**config.mk**
```make
export PLATFORM = sky130hd
export DESIGN_NAME = load_store_unit
export DESIGN_NICKNAME = d
export VERILOG_FILES = /design/src/rtl/load_store_unit.sv
export SDC_FILE = /design/constraint.sdc
export NUM_CORES = 1
export LEC_CHECK = 0
export ABC_CLOCK_PERIOD_IN_PS = 7190
export CORE_UTILIZATION = 25
export CTS_BUF_LIST = sky130_fd_sc_hd__clkbuf_8
export CTS_CLUSTER_DIAMETER = 60
export CTS_CLUSTER_SIZE = 28
export DETAILED_ROUTE_END_ITERATION = 8
export PLACE_DENSITY = 0.51
export SKIP_LAST_GASP = 1
export SLEW_MARGIN = 30
export SYNTH_ARGS = -nofsm -noshare
export SYNTH_HDL_FRONTEND = slang
export SYNTH_SLANG_ARGS = --single-unit
```
**constraint.sdc**
```tcl
create_clock -name clk_i -period 7.19 [get_ports clk_i]
set_clock_uncertainty 0.15 [all_clocks]
set_input_delay 2.157 -clock clk_i [delete_from_list [all_inputs] [get_ports clk_i]]
set_output_delay 2.157 -clock clk_i [all_outputs]
set_load 0.01 [all_outputs]
```
**src/rtl/load_store_unit.sv**
```systemverilog
// Byte-addressed load/store front end for a word-indexed data memory with
// asynchronous read and synchronous write; sub-word stores use read-modify-write.
module load_store_unit #(
    parameter int MEM_WORDS = 64
) (
    input  logic        clk_i,
    input  logic        rst_n_i,
    input  logic        req_valid_i,
    output logic        req_ready_o,
    input  logic        req_we_i,
    input  logic [1:0]  req_size_i,
    input  logic        req_unsigned_i,
    input  logic [31:0] req_addr_i,
    input  logic [31:0] req_wdata_i,
    output logic        resp_valid_o,
    output logic [31:0] resp_rdata_o,
    output logic        resp_err_o,
    output logic [31:0] mem_addr_o,
    output logic [31:0] mem_wd_o,
    output logic        mem_we_o,
    input  logic [31:0] mem_rd_i
);
    typedef enum logic {IDLE, MERGE} state_t;

    state_t      state_q, state_d;
    logic [29:0] widx_q;
    logic [1:0]  lane_q;
    logic        half_q;
    logic [15:0] wdata_q;
    logic [31:0] merge_q;
    logic        resp_valid_q, resp_valid_d;
    logic [31:0] resp_rdata_q, resp_rdata_d;
    logic        resp_err_q, resp_err_d;

    logic        accept;
    logic        err;
    logic        is_rmw;
    logic [7:0]  byte_sel;
    logic [15:0] half_sel;
    logic [31:0] load_ext;
    logic [31:0] merged_wd;

    assign accept = req_valid_i && (state_q == IDLE);
    assign is_rmw = req_we_i && (req_size_i != 2'b10);

    always_comb begin
        err = 1'b0;
        if (req_size_i == 2'b11)                           err = 1'b1;
        if (req_size_i == 2'b01 && req_addr_i[0])          err = 1'b1;
        if (req_size_i == 2'b10 && req_addr_i[1:0] != 2'b00) err = 1'b1;
        if ({2'b00, req_addr_i[31:2]} >= 32'(MEM_WORDS))   err = 1'b1;
    end

    assign byte_sel = mem_rd_i[{req_addr_i[1:0], 3'b000} +: 8];
    assign half_sel = req_addr_i[1] ? mem_rd_i[31:16] : mem_rd_i[15:0];

    always_comb begin
        case (req_size_i)
            2'b00:   load_ext = req_unsigned_i ? {24'h0, byte_sel} : {{24{byte_sel[7]}}, byte_sel};
            2'b01:   load_ext = req_unsigned_i ? {16'h0, half_sel} : {{16{half_sel[15]}}, half_sel};
            default: load_ext = mem_rd_i;
        endcase
    end

    // Each byte lane of the write-back word either keeps the captured memory
    // byte or takes the matching byte of the store data.
    generate
        for (genvar gi = 0; gi < 4; gi++) begin : g_lane
            logic hit;
            assign hit = half_q ? (lane_q[1] == 1'(gi / 2)) : (lane_q == 2'(gi));
            assign merged_wd[8*gi +: 8] = !hit   ? merge_q[8*gi +: 8] :
                                          half_q ? wdata_q[8*(gi % 2) +: 8] :
                                                   wdata_q[7:0];
        end
    endgenerate

    always_comb begin
        state_d      = state_q;
        mem_we_o     = 1'b0;
        mem_wd_o     = req_wdata_i;
        mem_addr_o   = {2'b00, req_addr_i[31:2]};
        resp_valid_d = 1'b0;
        resp_rdata_d = 32'h0;
        resp_err_d   = 1'b0;
        case (state_q)
            IDLE: begin
                if (accept) begin
                    if (err) begin
                        resp_valid_d = 1'b1;
                        resp_err_d   = 1'b1;
                    end else if (!req_we_i) begin
                        resp_valid_d = 1'b1;
                        resp_rdata_d = load_ext;
                    end else if (!is_rmw) begin
                        mem_we_o     = 1'b1;
                        resp_valid_d = 1'b1;
                    end else begin
                        state_d = MERGE;
                    end
                end
            end
            MERGE: begin
                mem_addr_o   = {2'b00, widx_q};
                mem_wd_o     = merged_wd;
                mem_we_o     = 1'b1;
                resp_valid_d = 1'b1;
                state_d      = IDLE;
            end
            default: state_d = IDLE;
        endcase
    end

    always_ff @(posedge clk_i or negedge rst_n_i) begin
        if (!rst_n_i) begin
            state_q      <= IDLE;
            widx_q       <= '0;
            lane_q       <= '0;
            half_q       <= 1'b0;
            wdata_q      <= '0;
            merge_q      <= '0;
            resp_valid_q <= 1'b0;
            resp_rdata_q <= '0;
            resp_err_q   <= 1'b0;
        end else begin
            state_q      <= state_d;
            resp_valid_q <= resp_valid_d;
            resp_rdata_q <= resp_rdata_d;
            resp_err_q   <= resp_err_d;
            if (accept) begin
                widx_q  <= req_addr_i[31:2];
                lane_q  <= req_addr_i[1:0];
                half_q  <= req_size_i[0];
                wdata_q <= req_wdata_i[15:0];
                merge_q <= mem_rd_i;
            end
        end
    end

    assign req_ready_o  = (state_q == IDLE);
    assign resp_valid_o = resp_valid_q;
    assign resp_rdata_o = resp_rdata_q;
    assign resp_err_o   = resp_err_q;
endmodule

```
-- Word-level counts from Yosys, hierarchy flattened
Index checks and enable logic that the tools add are counted.
- output and inout bits: 100
- bits in registers: 116
- logic and storage cells: 67
- bitwise operators: 2
- shift operators: 1
- magnitude comparators: 1
- mux-type cells: 40
- reductions and logical operators: 7
- equal/unequal tests: 7
- operators by type and width (operator ; number):
    $mux 32 ; 7
    $pmux 32 s2 ; 1
    $mux 8 ; 5
    $shiftx 32x6->8 ; 1
    $ge 30x7->1 const B ; 1
    $mux 30 ; 1
    $mux 1 ; 22
    $mux 16 ; 1
    $eq 2x2->1 const B ; 4
    $pmux 1 s2 ; 3
    $eq 2x1->1 const B ; 2
    $logic_and 1x1->1 ; 4
    $logic_not 2->1 ; 2
    $ne 2x2->1 const B ; 1
    $not 1->1 ; 2
    $reduce_bool 2->1 ; 1

-- Depth between registers and ports, before layout
Gate-level depths: netlist of run 1.
- depth after elaboration: 8
- gate-level depth with buffers: 7
- gate-level depth less buffers: 4

-- Worst setup path after synthesis of run 1
Ideal clock, no wire load.
- path type: input port to output port
- start point: input port req_size_i[1]
- end point: output port mem_we_o
- data required time: 4883 ps
- stages on the path: 5
- data arrival time: 3341 ps
- slack: 1542 ps
- path through: clkbuf_1 > a21oi_1 > o211ai_1 > or3_2 > o21ai_0
- longest elaborated chain between the ends: 8
- elaborated cells between the ends (all ways): 16
- RTL lines (what ; line ; RTL):
    start: declaration ; 11 ; input logic [1:0] req_size_i,
    $eq 2x2->1 / $eq 2x1->1 (equally long branches) ; 48, 49 ;
    $mux 1 / $logic_and 1x1->1 (equally long branches) ; 48, 49 ;
    $mux 1 ; 49 ; if (req_size_i == 2'b01 && req_addr_i[0]) err = 1'b1;
    $mux 1 ; 50 ; if (req_size_i == 2'b10 && req_addr_i[1:0] != 2'b00) err = 1'b1;
    $mux 1 ; 51 ; if ({2'b00, req_addr_i[31:2]} >= 32'(MEM_WORDS)) err = 1'b1;
    $mux 1 (*) ; 88 ; if (err) begin
    $mux 1 (*) ; 87 ; if (accept) begin
    $pmux 1 s2 (*) ; 85 ; case (state_q)
    end: declaration ; 20 ; output logic mem_we_o,
Mark *: on every way between the ends. The rest lies on a longest branch, timed or not.

-- Final worst setup path of run 1
- start point: input port req_addr_i[31]
- end point: output port mem_we_o
- longest elaborated chain between the ends: 5
- RTL lines (what ; line ; RTL):
    start: declaration ; 13 ; input logic [31:0] req_addr_i,
    $ge 30x7->1 ; 51 ;
    $mux 1 ; 51 ;
    $mux 1 ; 88 ;
    $mux 1 ; 87 ;
    $pmux 1 s2 ; 85 ;
Every way passes these cells.

==> results of run 1 <==
## layout by cell type, fill, tap and decap left out, types with 5 or more instances in the layout
cell and count:
a21oi_1 41, o22ai_1 8, or3_1 5, buf_4 10, nor3_1 19, nand2_1 36
mux2_2 103, a22oi_1 5, mux2i_1 35, inv_1 22, nor2_1 31, clkdlybuf4s50_1 199
o21ai_0 29, clkbuf_8 18, dfrtp_1 115, o211ai_1 17
## worst paths after layout
path                                     start          endpoint  slack (ns)  cells after the start
max in group asynchronous              rst_n_i       wdata_q[13]        4.21                      2
worst min-delay path                wdata_q[8]        wdata_q[8]        0.34                      2
min in group asynchronous              rst_n_i        widx_q[27]        1.58                      1
worst min register to register      wdata_q[8]        wdata_q[8]        0.34                      2
worst max-delay path            req_addr_i[31]          mem_we_o        0.22                      6
worst max register to register         state_q  resp_rdata_o[10]        4.53                      5
## state kept, by name, indices dropped and copies added (netlist names)
signal	cells
widx_q	30
resp_err_o	1
state_q	1
resp_valid_o	1
lane_q	2
half_q	1
wdata_q	16
merge_q	32
resp_rdata_o	32
## cell type report
cell class | count | share of cell area
Clock inverter | 14 | 0.01757
Multi-Input combinational cell | 368 | 0.3208
Timing Repair Buffer | 211 | 0.2423
Inverter | 24 | 0.01037
Sequential cell | 116 | 0.3345
Clock buffer | 18 | 0.02851
Tap cell | 319 | 0.04593
## per-stage QoR
step / cell area, sq um / setup WS, ns / std cells / total power, mW / hold WS (ns)
2_1_floorplan: 5966 / 1.542 / 548 / 0.8772 / 0.2996
3_3_place_gp: 8252 / 0.1966 / 1037 / 1.037 / 0.3226
3_5_place_dp: 8258 / 0.2379 / 1037 / 1.043 / 0.3252
4_1_cts: 8658 / 0.2161 / 1069 / 1.674 / 0.3426
5_1_grt: 8690 / 0.03529 / 1070 / 1.731 / 0.3599
6_report: 8690 / 0.2225 / 1070 / 1.648 / 0.3403
## logic make-up after synthesis
logic type / synth area share
simple gates: 0.09444
buf+inv: 0.04848
mux: 0.2533
other cells: 0.0006290
compound gates: 0.1163
flops: 0.4869
## power groups by stage
stage | sequential (mW) | clock (mW) | combinational, mW
after floorplan | 0.728 | 0 | 0.149
after global placement | 0.742 | 0 | 0.295
after detailed placement | 0.744 | 0 | 0.299
after CTS | 0.731 | 0.642 | 0.301
after global routing | 0.737 | 0.669 | 0.325
final | 0.731 | 0.620 | 0.298
## critical path, stage by stage
cell,delay [ns]
clkdlybuf4s50_1,0.46
nor4_2,0.43
nand4_1,0.27
or3_2,0.52
o21ai_0,0.24
clkdlybuf4s50_1,0.59
## metal layers
metal / vias up / wire, um
met4: 0 / 247
met5: - / 0
met3: 19 / 1117
met1: 2445 / 8601
met2: 177 / 9520
li1: 2344 / -
==> metrics.csv, run 1 <==
metric,value,unit
routed len/inst,18.21,um
antenna fix cells,0,
First-pass DRT Iterations,4,
mapped cell area,5962,sq um
GR Layer Usage met1,0.2127,
met2 GRT Util,0.2749,
"Max FO, Critical Path",4,
final setup TNS,0,ns
Cells after Synth,547,
RSZ-0062 raised after global routing,no,
vias in the first global route,5155,
Worst Path Required,4.88,ns
Sequential Power Share,0.443,
Total Wirelength,19490,um
most common cell in the netlist,dfrtp_1,
synthesized area per cell,10.90,sq um
Clock transition at path regs,0.08,ns
cell taking the most area after synthesis,dfrtp_1,
Setup-failing EPs final,0,
Setup CP Type,input pin to primary output,
PD cells,189.7,nW/um^2
largest net degree at the start of global routing,96,
clock sink total,116,
Worst slew margin,0.4185,
Area growth syn-to-layout,45.75,%
startpoint type of the worst setup path,input pin,
routed via count,4985,
ys flop type,dfrtp_1,
Sequential Area,2907,sq um
Fmax,0.1435,GHz
clock root buffer master,clkbuf_8,
Post-synth ARST share,1.000,
reported net switching power,0.4717,mW
total setup buffers inserted after CTS,0,
"EDFF count, synth",0,
routed vias/inst,4.659,
initial antenna violation count,0,
DPL Wire Length,14500,um
Sw Ratio,0.2861,
Pint,1.177,mW
worst hold path class,register to register,
initial core utilization,0.2548,
CTS Buf Count,17,
Clock Latency Late Sink,0.44,ns
port bufs,200,
total die area,24470,sq um
Comb pwr share,0.181,
YS warnings,0,
Core Box Area,23400,sq um
area of the multi-input gates,2788,sq um
M3 GR Usage,0.03932,
Final Slew Violations,0,
Synth top cells by count,"116 x dfrtp_1, 103 x mux2_2, 41 x a21oi_1",
share of the yosys chip area belonging to registers,0.4869,
global-route wire length before repair,30290,um
worst slew pin tran,0.8704,ns
CTS resizes,0,
clock network fraction of design power,0.376,
CTS tree,yes,
final cycle utilization of the critical path,0.9691,
final core utilization,0.3713,
I/O pin cnt,203,
Die Ht,156.4,um
# hold bufs at CTS,0,
DRT iter0 DRCs,261,
Filler cells,2343,
Max-Cap Viols,0,
clock buffer depth,2,
Yosys reg bits,116,
Final #Nets,841,
number of core rows,56,
fin crit period,6.968,ns
gr usage total,0.1653,
share of post-route cells with drive strength above 1,0.2184,
share of the synthesized area in the top cell type,0.4869,
outcome,"finished, final reports clean",
element type at the critical path end,primary output,
synth top area cells,"dfrtp_1 49%, mux2_2 19%, mux2i_1 5.9%",
GP Congestion,0.7661,
Worst EP arrival,4.66,ns
post-route ant nets,0,
leakage power figure,3.519,nW
Max VDD drop,103.9,uV
Final Hold Vio Count,0,
number of H-tree levels,4,
Post-route DRC,0,
busiest grt layer,met2,
GRT overflow,0,
post-synthesis cell type count,43,
Die X,156.4,um
No activity file was read; power rests on OpenSTA's default activity.
==> run 2, diff against run 1 <==
--- a/config.mk
+++ b/config.mk
@@ -6,12 +6,13 @@
 export NUM_CORES = 1
 export LEC_CHECK = 0
 export ABC_CLOCK_PERIOD_IN_PS = 7190
+export CORE_MARGIN = 5
 export CORE_UTILIZATION = 25
 export CTS_BUF_LIST = sky130_fd_sc_hd__clkbuf_8
 export CTS_CLUSTER_DIAMETER = 60
 export CTS_CLUSTER_SIZE = 28
 export DETAILED_ROUTE_END_ITERATION = 8
-export PLACE_DENSITY = 0.51
+export PLACE_DENSITY_LB_ADDON = 0.12
 export SKIP_LAST_GASP = 1
 export SLEW_MARGIN = 30
 export SYNTH_ARGS = -nofsm -noshare
==> run 2 against run 1 <==
Effect of this change: clock power shrank 8.9%; wire length up 2.1%; die area grew 10%; first-iteration DRC count shrank 33%; worst hold slack better by 0.0040 ns; design area down 0.59%; total power decreased by 3.4%; count of clock-buffer cells in the layout down 1; sequential share of layout area increased by 0.17 points; via count shrank 1.0%; critical endpoint unchanged; largest power group unchanged; highest routed layer unchanged.
==> metrics.csv, run 2 (synthesis results as in run 1) <==
metric,value,unit
total die area,27040,sq um
fin crit period,6.823,ns
worst slew pin tran,0.9769,ns
Final Slew Violations,0,
total setup buffers inserted after CTS,0,
routed via count,4935,
routed len/inst,18.61,um
Max-Cap Viols,0,
Setup CP Type,input pin to primary output,
Sequential Area,2904,sq um
outcome,"finished, final reports clean",
port bufs,200,
Core Box Area,23470,sq um
routed vias/inst,4.616,
PD cells,184.3,nW/um^2
largest net degree at the start of global routing,95,
M3 GR Usage,0.05640,
Area growth syn-to-layout,44.89,%
most frequent cells in the layout,"199 x clkdlybuf4s50_1, 115 x dfrtp_1, 103 x mux2_2",
DPL Wire Length,15000,um
met2 GRT Util,0.2485,
worst hold path class,register to register,
final setup TNS,0,ns
CTS Buf Count,17,
GR Layer Usage met1,0.1787,
DRT iter0 DRCs,174,
GRT overflow,0,
Post-route DRC,0,
Die X,164.4,um
Setup-failing EPs final,0,
number of H-tree levels,4,
I/O pin cnt,203,
vias in the first global route,5365,
number of core rows,56,
R2R cell count,4,
Die Ht,164.4,um
clock root buffer master,clkbuf_8,
CTS tree,yes,
hold path cells,2,
Total Wirelength,19900,um
Final #Nets,840,
Clock Latency Late Sink,0.43,ns
hold slack,0.3443,ns
# hold bufs at CTS,0,
Worst slew margin,0.3487,
gr usage total,0.1471,
Clock transition at path regs,0.07,ns
Worst EP arrival,4.52,ns
leakage power figure,3.503,nW
Worst R2R Start,state_q,
"most common cell after layout, fill and taps aside",clkdlybuf4s50_1,
GP Congestion,0.7572,
startpoint type of the worst setup path,input pin,
busiest grt layer,met2,
final cycle utilization of the critical path,0.9490,
initial core utilization,0.2540,
share of post-route cells with drive strength above 1,0.2187,
Worst Path Required,4.88,ns
initial antenna violation count,0,
RSZ-0062 raised after global routing,no,
First-pass DRT Iterations,5,
CTS resizes,0,
area of the multi-input gates,2793,sq um
element type at the critical path end,primary output,
antenna fix cells,0,
clock buffer depth,2,
Fmax,0.1466,GHz
"Max FO, Critical Path",4,
clock sink total,116,
Hold Crit Start,wdata_q[13],
Filler cells,2397,
Max VDD drop,101.9,uV
post-route ant nets,0,
global-route wire length before repair,30440,um
Final Hold Vio Count,0,
crit path from,req_addr_i[15],
-- run 2: cell types whose count changed in the layout (fill, tap and decap cells not counted), sizes merged --
cell,delta
inv,-1
clkbuf,-1
clkinvlp,-1
bufinv,-1
buf,-1
clkinv,+4
-- run 2: worst paths after layout --
kind	end	slack [ns]
max	mem_we_o	0.37
min in group asynchronous	widx_q[23]	1.59
min reg2reg	wdata_q[13]	0.34
max in group asynchronous	half_q	4.21
max reg2reg	merge_q[4]	4.32
min	wdata_q[13]	0.34
-- run 2: power by group --
part	switching, mW	total (mW)	leakage, nW	internal (mW)
combinational	0.137	0.297	1.88	0.160
sequential	0.0327	0.730	1.44	0.698
clock	0.291	0.565	0.183	0.274
total	0.460	1.59	3.50	1.13
-- run 2: stage by stage --
stage	worst slack (ns)	cell area (sq um)	cells	util	power, mW
floorplan	1.542	5966	548	-	0.8772
global placement	0.4055	8249	1037	0.3514	1.039
detailed placement	0.3872	8259	1037	0.3519	1.044
CTS	0.3649	8630	1069	0.3676	1.623
global route	0.2392	8638	1069	0.3680	1.679
finish	0.3667	8638	1069	0.3680	1.592
-- run 2: layout make-up --
type	instances	share of cell area
sequential	116	0.3362
clock buffer	17	0.02709
inverter	24	0.01043
timing repair buffer	210	0.2410
tap	319	0.04621
multi-input combinational	368	0.3233
clock inverter	15	0.01579
-- run 2: layer usage --
layer	routed length, um	share of wire	vias up
met1	8394	0.42	2408
met2	9610	0.48	170
met3	1701	0.085	16
met5	0	0	-
li1	-	-	2341
met4	193	0.0097	0
-- run 2: critical path: stages --
cell,delay (ns)
clkdlybuf4s50_1,0.45
nor4_1,0.43
o211ai_1,0.24
or3_2,0.47
o21ai_0,0.18
clkdlybuf4s50_1,0.59
